**config.mk**
```make
export PLATFORM = sky130hd
export DESIGN_NAME = mux_n_pipe
export DESIGN_NICKNAME = d
export VERILOG_FILES = /design/src/rtl/mux_n_pipe.sv
export SDC_FILE = /design/constraint.sdc
export NUM_CORES = 1
export LEC_CHECK = 0
export ABC_AREA = 1
export CAP_MARGIN = 40
export CORE_AREA = 2 2 103 105
export CTS_CLUSTER_SIZE = 24
export DETAILED_ROUTE_END_ITERATION = 10
export DIE_AREA = 0 0 105 107
export DONT_BUFFER_PORTS = 1
export PLACE_DENSITY = 0.53
export SYNTH_ARGS = -nofsm -noshare
export SYNTH_HDL_FRONTEND = slang
export SYNTH_SLANG_ARGS = --single-unit
```
**constraint.sdc**
```tcl
create_clock -name clock -period 1.5 [get_ports clock]
set_clock_uncertainty 0.15 [all_clocks]
set_input_delay 0.225 -clock clock [delete_from_list [all_inputs] [get_ports clock]]
set_output_delay 0.225 -clock clock [all_outputs]
set_load 0.02 [all_outputs]
```
**src/rtl/mux_n_pipe.sv**
```systemverilog
`default_nettype none
// ============================================================================
// Module   : mux_n_pipe
// Purpose  : Registered N-way operand selector with valid/ready handshake on
//            both sides. A 2-entry skid buffer (main + skid register) gives
//            full throughput while in_ready depends only on registered state.
// Ports    : clock, reset_n        - clock, asynchronous active-low reset
//            in_data, controle     - packed sources and source index
//            in_valid / in_ready   - upstream handshake
//            saida, out_sel        - selected word and its captured index
//            out_valid / out_ready - downstream handshake
//            flush                 - synchronous discard of buffered words
//            sel_erro              - sticky out-of-range select flag
// Options  : MUX_N_PIPE_SEL_CHECK_EN enables the sticky sel_erro flag;
//            otherwise sel_erro is tied to 0.
// Revision : 1.0 - initial release
// ============================================================================
module mux_n_pipe #(
  parameter  int WIDTH  = 32,
  parameter  int NUM_IN = 4,
  localparam int SEL_W  = (NUM_IN > 2) ? $clog2(NUM_IN) : 1
) (
  input  logic                    clock,
  input  logic                    reset_n,
  input  logic [NUM_IN*WIDTH-1:0] in_data,
  input  logic [SEL_W-1:0]        controle,
  input  logic                    in_valid,
  output logic                    in_ready,
  output logic [WIDTH-1:0]        saida,
  output logic [SEL_W-1:0]        out_sel,
  output logic                    out_valid,
  input  logic                    out_ready,
  input  logic                    flush,
  output logic                    sel_erro
);

  // Occupancy of the two-entry buffer.
  localparam logic [1:0] S_EMPTY = 2'd0;
  localparam logic [1:0] S_ONE   = 2'd1;
  localparam logic [1:0] S_TWO   = 2'd2;

  logic [1:0]       r_state;
  logic [1:0]       w_state_nxt;
  logic [WIDTH-1:0] r_main_data;
  logic [WIDTH-1:0] r_skid_data;
  logic [SEL_W-1:0] r_main_sel;
  logic [SEL_W-1:0] r_skid_sel;
  logic [WIDTH-1:0] w_sel_word;
  logic             w_accept;
  logic             w_pop;
  logic             w_load_main_in;
  logic             w_load_skid_in;
  logic             w_load_main_skid;

  // Handshake terms are derived from r_state directly so that neither side
  // sees a combinational path from the other side's ready/valid.
  assign w_accept = in_valid  && (r_state != S_TWO);
  assign w_pop    = out_ready && (r_state != S_EMPTY);

  // Source select; codes with no matching source yield 0.
  always_comb begin : p_select
    w_sel_word = '0;
    for (int i = 0; i < NUM_IN; i++) begin
      if (controle == SEL_W'(i)) begin
        w_sel_word = in_data[i*WIDTH +: WIDTH];
      end
    end
  end

  // State register.
  always_ff @(posedge clock or negedge reset_n) begin : p_state_reg
    if (!reset_n) begin
      r_state <= S_EMPTY;
    end else begin
      r_state <= w_state_nxt;
    end
  end

  // Next-state logic; flush overrides any transfer in the same cycle.
  always_comb begin : p_next_state
    w_state_nxt = r_state;
    if (flush) begin
      w_state_nxt = S_EMPTY;
    end else begin
      case (r_state)
        S_EMPTY: if (w_accept) w_state_nxt = S_ONE;
        S_ONE: begin
          if (w_accept && !w_pop) begin
            w_state_nxt = S_TWO;
          end else if (!w_accept && w_pop) begin
            w_state_nxt = S_EMPTY;
          end
        end
        S_TWO:   if (w_pop) w_state_nxt = S_ONE;
        default: w_state_nxt = S_EMPTY;
      endcase
    end
  end

  // Output / load-enable decode.
  always_comb begin : p_outputs
    in_ready         = (r_state != S_TWO);
    out_valid        = (r_state != S_EMPTY);
    w_load_main_in   = 1'b0;
    w_load_skid_in   = 1'b0;
    w_load_main_skid = 1'b0;
    if (!flush) begin
      case (r_state)
        S_EMPTY: w_load_main_in = w_accept;
        S_ONE: begin
          // Simultaneous accept and pop replaces the head in place.
          w_load_main_in = w_accept && w_pop;
          w_load_skid_in = w_accept && !w_pop;
        end
        S_TWO:   w_load_main_skid = w_pop;
        default: ;
      endcase
    end
  end

  // Buffer registers. The main register is the head of the FIFO.
  always_ff @(posedge clock or negedge reset_n) begin : p_data_reg
    if (!reset_n) begin
      r_main_data <= '0;
      r_main_sel  <= '0;
      r_skid_data <= '0;
      r_skid_sel  <= '0;
    end else begin
      if (w_load_main_in) begin
        r_main_data <= w_sel_word;
        r_main_sel  <= controle;
      end else if (w_load_main_skid) begin
        r_main_data <= r_skid_data;
        r_main_sel  <= r_skid_sel;
      end
      if (w_load_skid_in) begin
        r_skid_data <= w_sel_word;
        r_skid_sel  <= controle;
      end
    end
  end

  assign saida   = r_main_data;
  assign out_sel = r_main_sel;

`ifdef MUX_N_PIPE_SEL_CHECK_EN
  logic w_sel_bad;
  logic r_sel_erro;

  // A code is bad when it matches no source; constant 0 for power-of-two
  // NUM_IN because every code then has a source.
  always_comb begin : p_sel_bad
    w_sel_bad = 1'b1;
    for (int i = 0; i < NUM_IN; i++) begin
      if (controle == SEL_W'(i)) begin
        w_sel_bad = 1'b0;
      end
    end
  end

  always_ff @(posedge clock or negedge reset_n) begin : p_sel_erro
    if (!reset_n) begin
      r_sel_erro <= 1'b0;
    end else if (flush) begin
      r_sel_erro <= 1'b0;
    end else if (w_accept && w_sel_bad) begin
      r_sel_erro <= 1'b1;
    end
  end

  assign sel_erro = r_sel_erro;
`else
  assign sel_erro = 1'b0;
`endif

endmodule
`default_nettype wire

```
==> out/results.txt <==
status = complete, but fails checks
failing checks = hold timing, setup timing
Layout area overhead = 26.79%
share of the synthesized area in the top cell type = 44.28%
Routed Antenna Nets = 0
met2 Usage GRT = 39.89%
R2R depth = 9
Critical Path, Cell by Cell = buf_6, nor2_4, nor2_4, nor2_4, nand3_4, buf_8, clkbuf_16, nand2_2, nand2_1
crit path max-delay cell type = dfrtp_1
# hold bufs at CTS = 19
most frequent CP cell = nor2_4
RR Startpoint = r_state[1]
Die Area = 0.01124 mm²
global-route wire length before repair = 20470 µm
design area = 0.005016 mm²
Setup CP Type = flop to flop
Max Clock Freq = 0.6199 GHz
initial antenna violation count = 0
commonest non-fill, non-tap cell in the layout = nand2_1
port bufs = 0
Synth area leader = dfrtp_1
gpl congestion = 0.8258
share of cells above drive strength 1 = 15.70%
vias per cell = 5.144
syn_nets = 732
vias in the first global route = 4079
FF+latch count, synth = 70
Setup-failing EPs final = 70
Worst Path Max Fanout = 9
initial core utilization = 39.20%
worst min-delay path category = primary input to asynchronous set/reset pin
setup tns final = -3.724 ns
fin cells = 773
Avg WL per Cell = 16.31 µm
top cells by area, synth = dfrtp_1 (44%), nand2_1 (27%), nand3_1 (4.8%), inv_1 (4.6%), nor2_1 (4.6%)
DIE HEIGHT = 107 µm
Mapped Area = 0.003956 mm²
Critical path buffers and inverters = 3
grt met3 use = 5.836%
clk_lat worst skew = 0.35 ns
Max VDD drop = 0.0006200 V
CP Launch Type = flop
clk root buf = clkbuf_8
boundary pin count = 172
Num CTS Buffers = 9
total track usage = 23.40%
Via Count = 3976
RSZ-0062 raised after global routing = yes
setup slack after layout = -0.1131 ns
Final min period = 1.613 ns
fin util = 49.70%
Max Cap Violations = 0
met1 Resource Use GR = 28.97%
Mean Syn Cell Area = 6.627 µm²
# rows = 37
most used routing layer in global routing = met2
largest net degree at the start of global routing = 71
sequential area share after synthesis = 44.28%
CP peak stage delay = 0.39 ns
final WL = 12610 µm
DP Worst Slack = -0.1457 ns
total gr overflow = 0
Worst EP arrival = 1.71 ns
commonest cells after routing, fill and taps aside = nand2_1 (266), dfrtp_1 (69), inv_1 (44), nor2_1 (41), nand3_1 (36)
Leak Pwr = 2.509 nW
Core ar. = 0.01009 mm²
Hold WS = -0.5898 ns
Die W = 105 µm
CTS tree = yes
Placed Area = 0.004258 mm²
Final Max Slew Viols = 0
Worst-path clk slew = 0.08 ns
placed insts = 725
critical path capture point type = flop
CP required = 1.60 ns
Power Total = 6.700 mW
Final Hold Viols = 83
synth unique cells = 19
Post-Synthesis Cells = 597
final worst-path cycle share = 107.5%
clk sinks = 70
crit path launch = r_state[1]
clock buffer depth = 2
RR Endpoint = r_skid_data[9]
DRT iter0 DRCs = 174
DRC = 0
level count of the clock H-tree = 3
DRT Pass-1 Iters = 5
fin nets = 767
Pwr Density = 1336 mW/mm²
ANT cells = 0
Synthesis Warnings = 0
worst reg2reg setup slack = -0.11 ns
hpwl dp = 8224 µm
Top delay family on crit path = simple AND/OR/NAND/NOR gates
-- worst max-delay path by stage --
stage	to	cells past startpoint	slack (ns)
after global routing	r_skid_data[16]	8	-0.20
after floorplan	saida[10]	7	0.009
after detailed placement	r_skid_data[23]	8	-0.15
final	r_skid_data[9]	9	-0.11
after CTS	r_skid_data[28]	9	-0.1
after global placement	r_skid_data[23]	8	-0.12
-- flip-flops by register name, summed over array words and instances (netlist names) --
register / cells
out_sel: 2
r_skid_data: 32
r_skid_sel: 2
r_state: 2
saida: 32
-- layout make-up --
type,instances,area (µm²)
Multi-Input combinational cell,442,1994
Fill cell,1044,5076
Timing Repair Buffer,59,700.7
Sequential cell,70,1753
Clock buffer,12,155.1
Tap cell,136,170.2
Inverter,50,197.7
Clock inverter,4,45.04
-- worst reg2reg max path: cells and delay by family (launching register included) --
family	cells	cell delay (ns)
buffers and inverters	3	0.48
DFF	1	0.39
and+or+nand+nor	6	0.50
-- power by group --
group	switching [mW]	internal [mW]	leakage (nW)	total [mW]
Sequential	0.835	2.58	0.866	3.41
Combinational	0.932	0.775	1.54	1.71
Clock	0.728	0.851	0.106	1.58
-- synth_stat cells --
cell	count
o31ai_1	1
clkbuf_2	1
o21ai_0	20
inv_2	1
dfrtp_1	70
o22ai_1	1
nor2_1	48
clkbuf_1	14
inv_1	49
buf_6	2
nand2_1	283
conb_1	1
buf_4	4
o21ai_1	21
o211ai_1	1
a21oi_1	1
nand4_1	27
nand3_1	38
buf_2	14
-- routing by layer --
metal	vias up	part of all wire, %
li1	1929	-
met2	136	48
met5	-	0
met3	19	6.5
met1	1892	44
met4	0	1.5
-- cells by family (layout without fill, tap and decap cells) --
kind of cell,count (synthesis),in the layout,share of synthesized area (%)
and+or+nand+nor,396,396,40.48
DFF,70,70,44.28
other,1,1,0.09479
buffers and inverters,85,125,9.298
AOI/OAI and AO/OA,45,45,5.851
-- timing repair --
item,4_1_cts,5_1_grt
gates resized for setup,47,36
gates cloned,4,2
setup buffers,8,1
pin swaps,6,4
hold endpoints to repair,95,83
endpoints found under the setup margin,69,72
No activity file was read; power rests on OpenSTA's default activity.
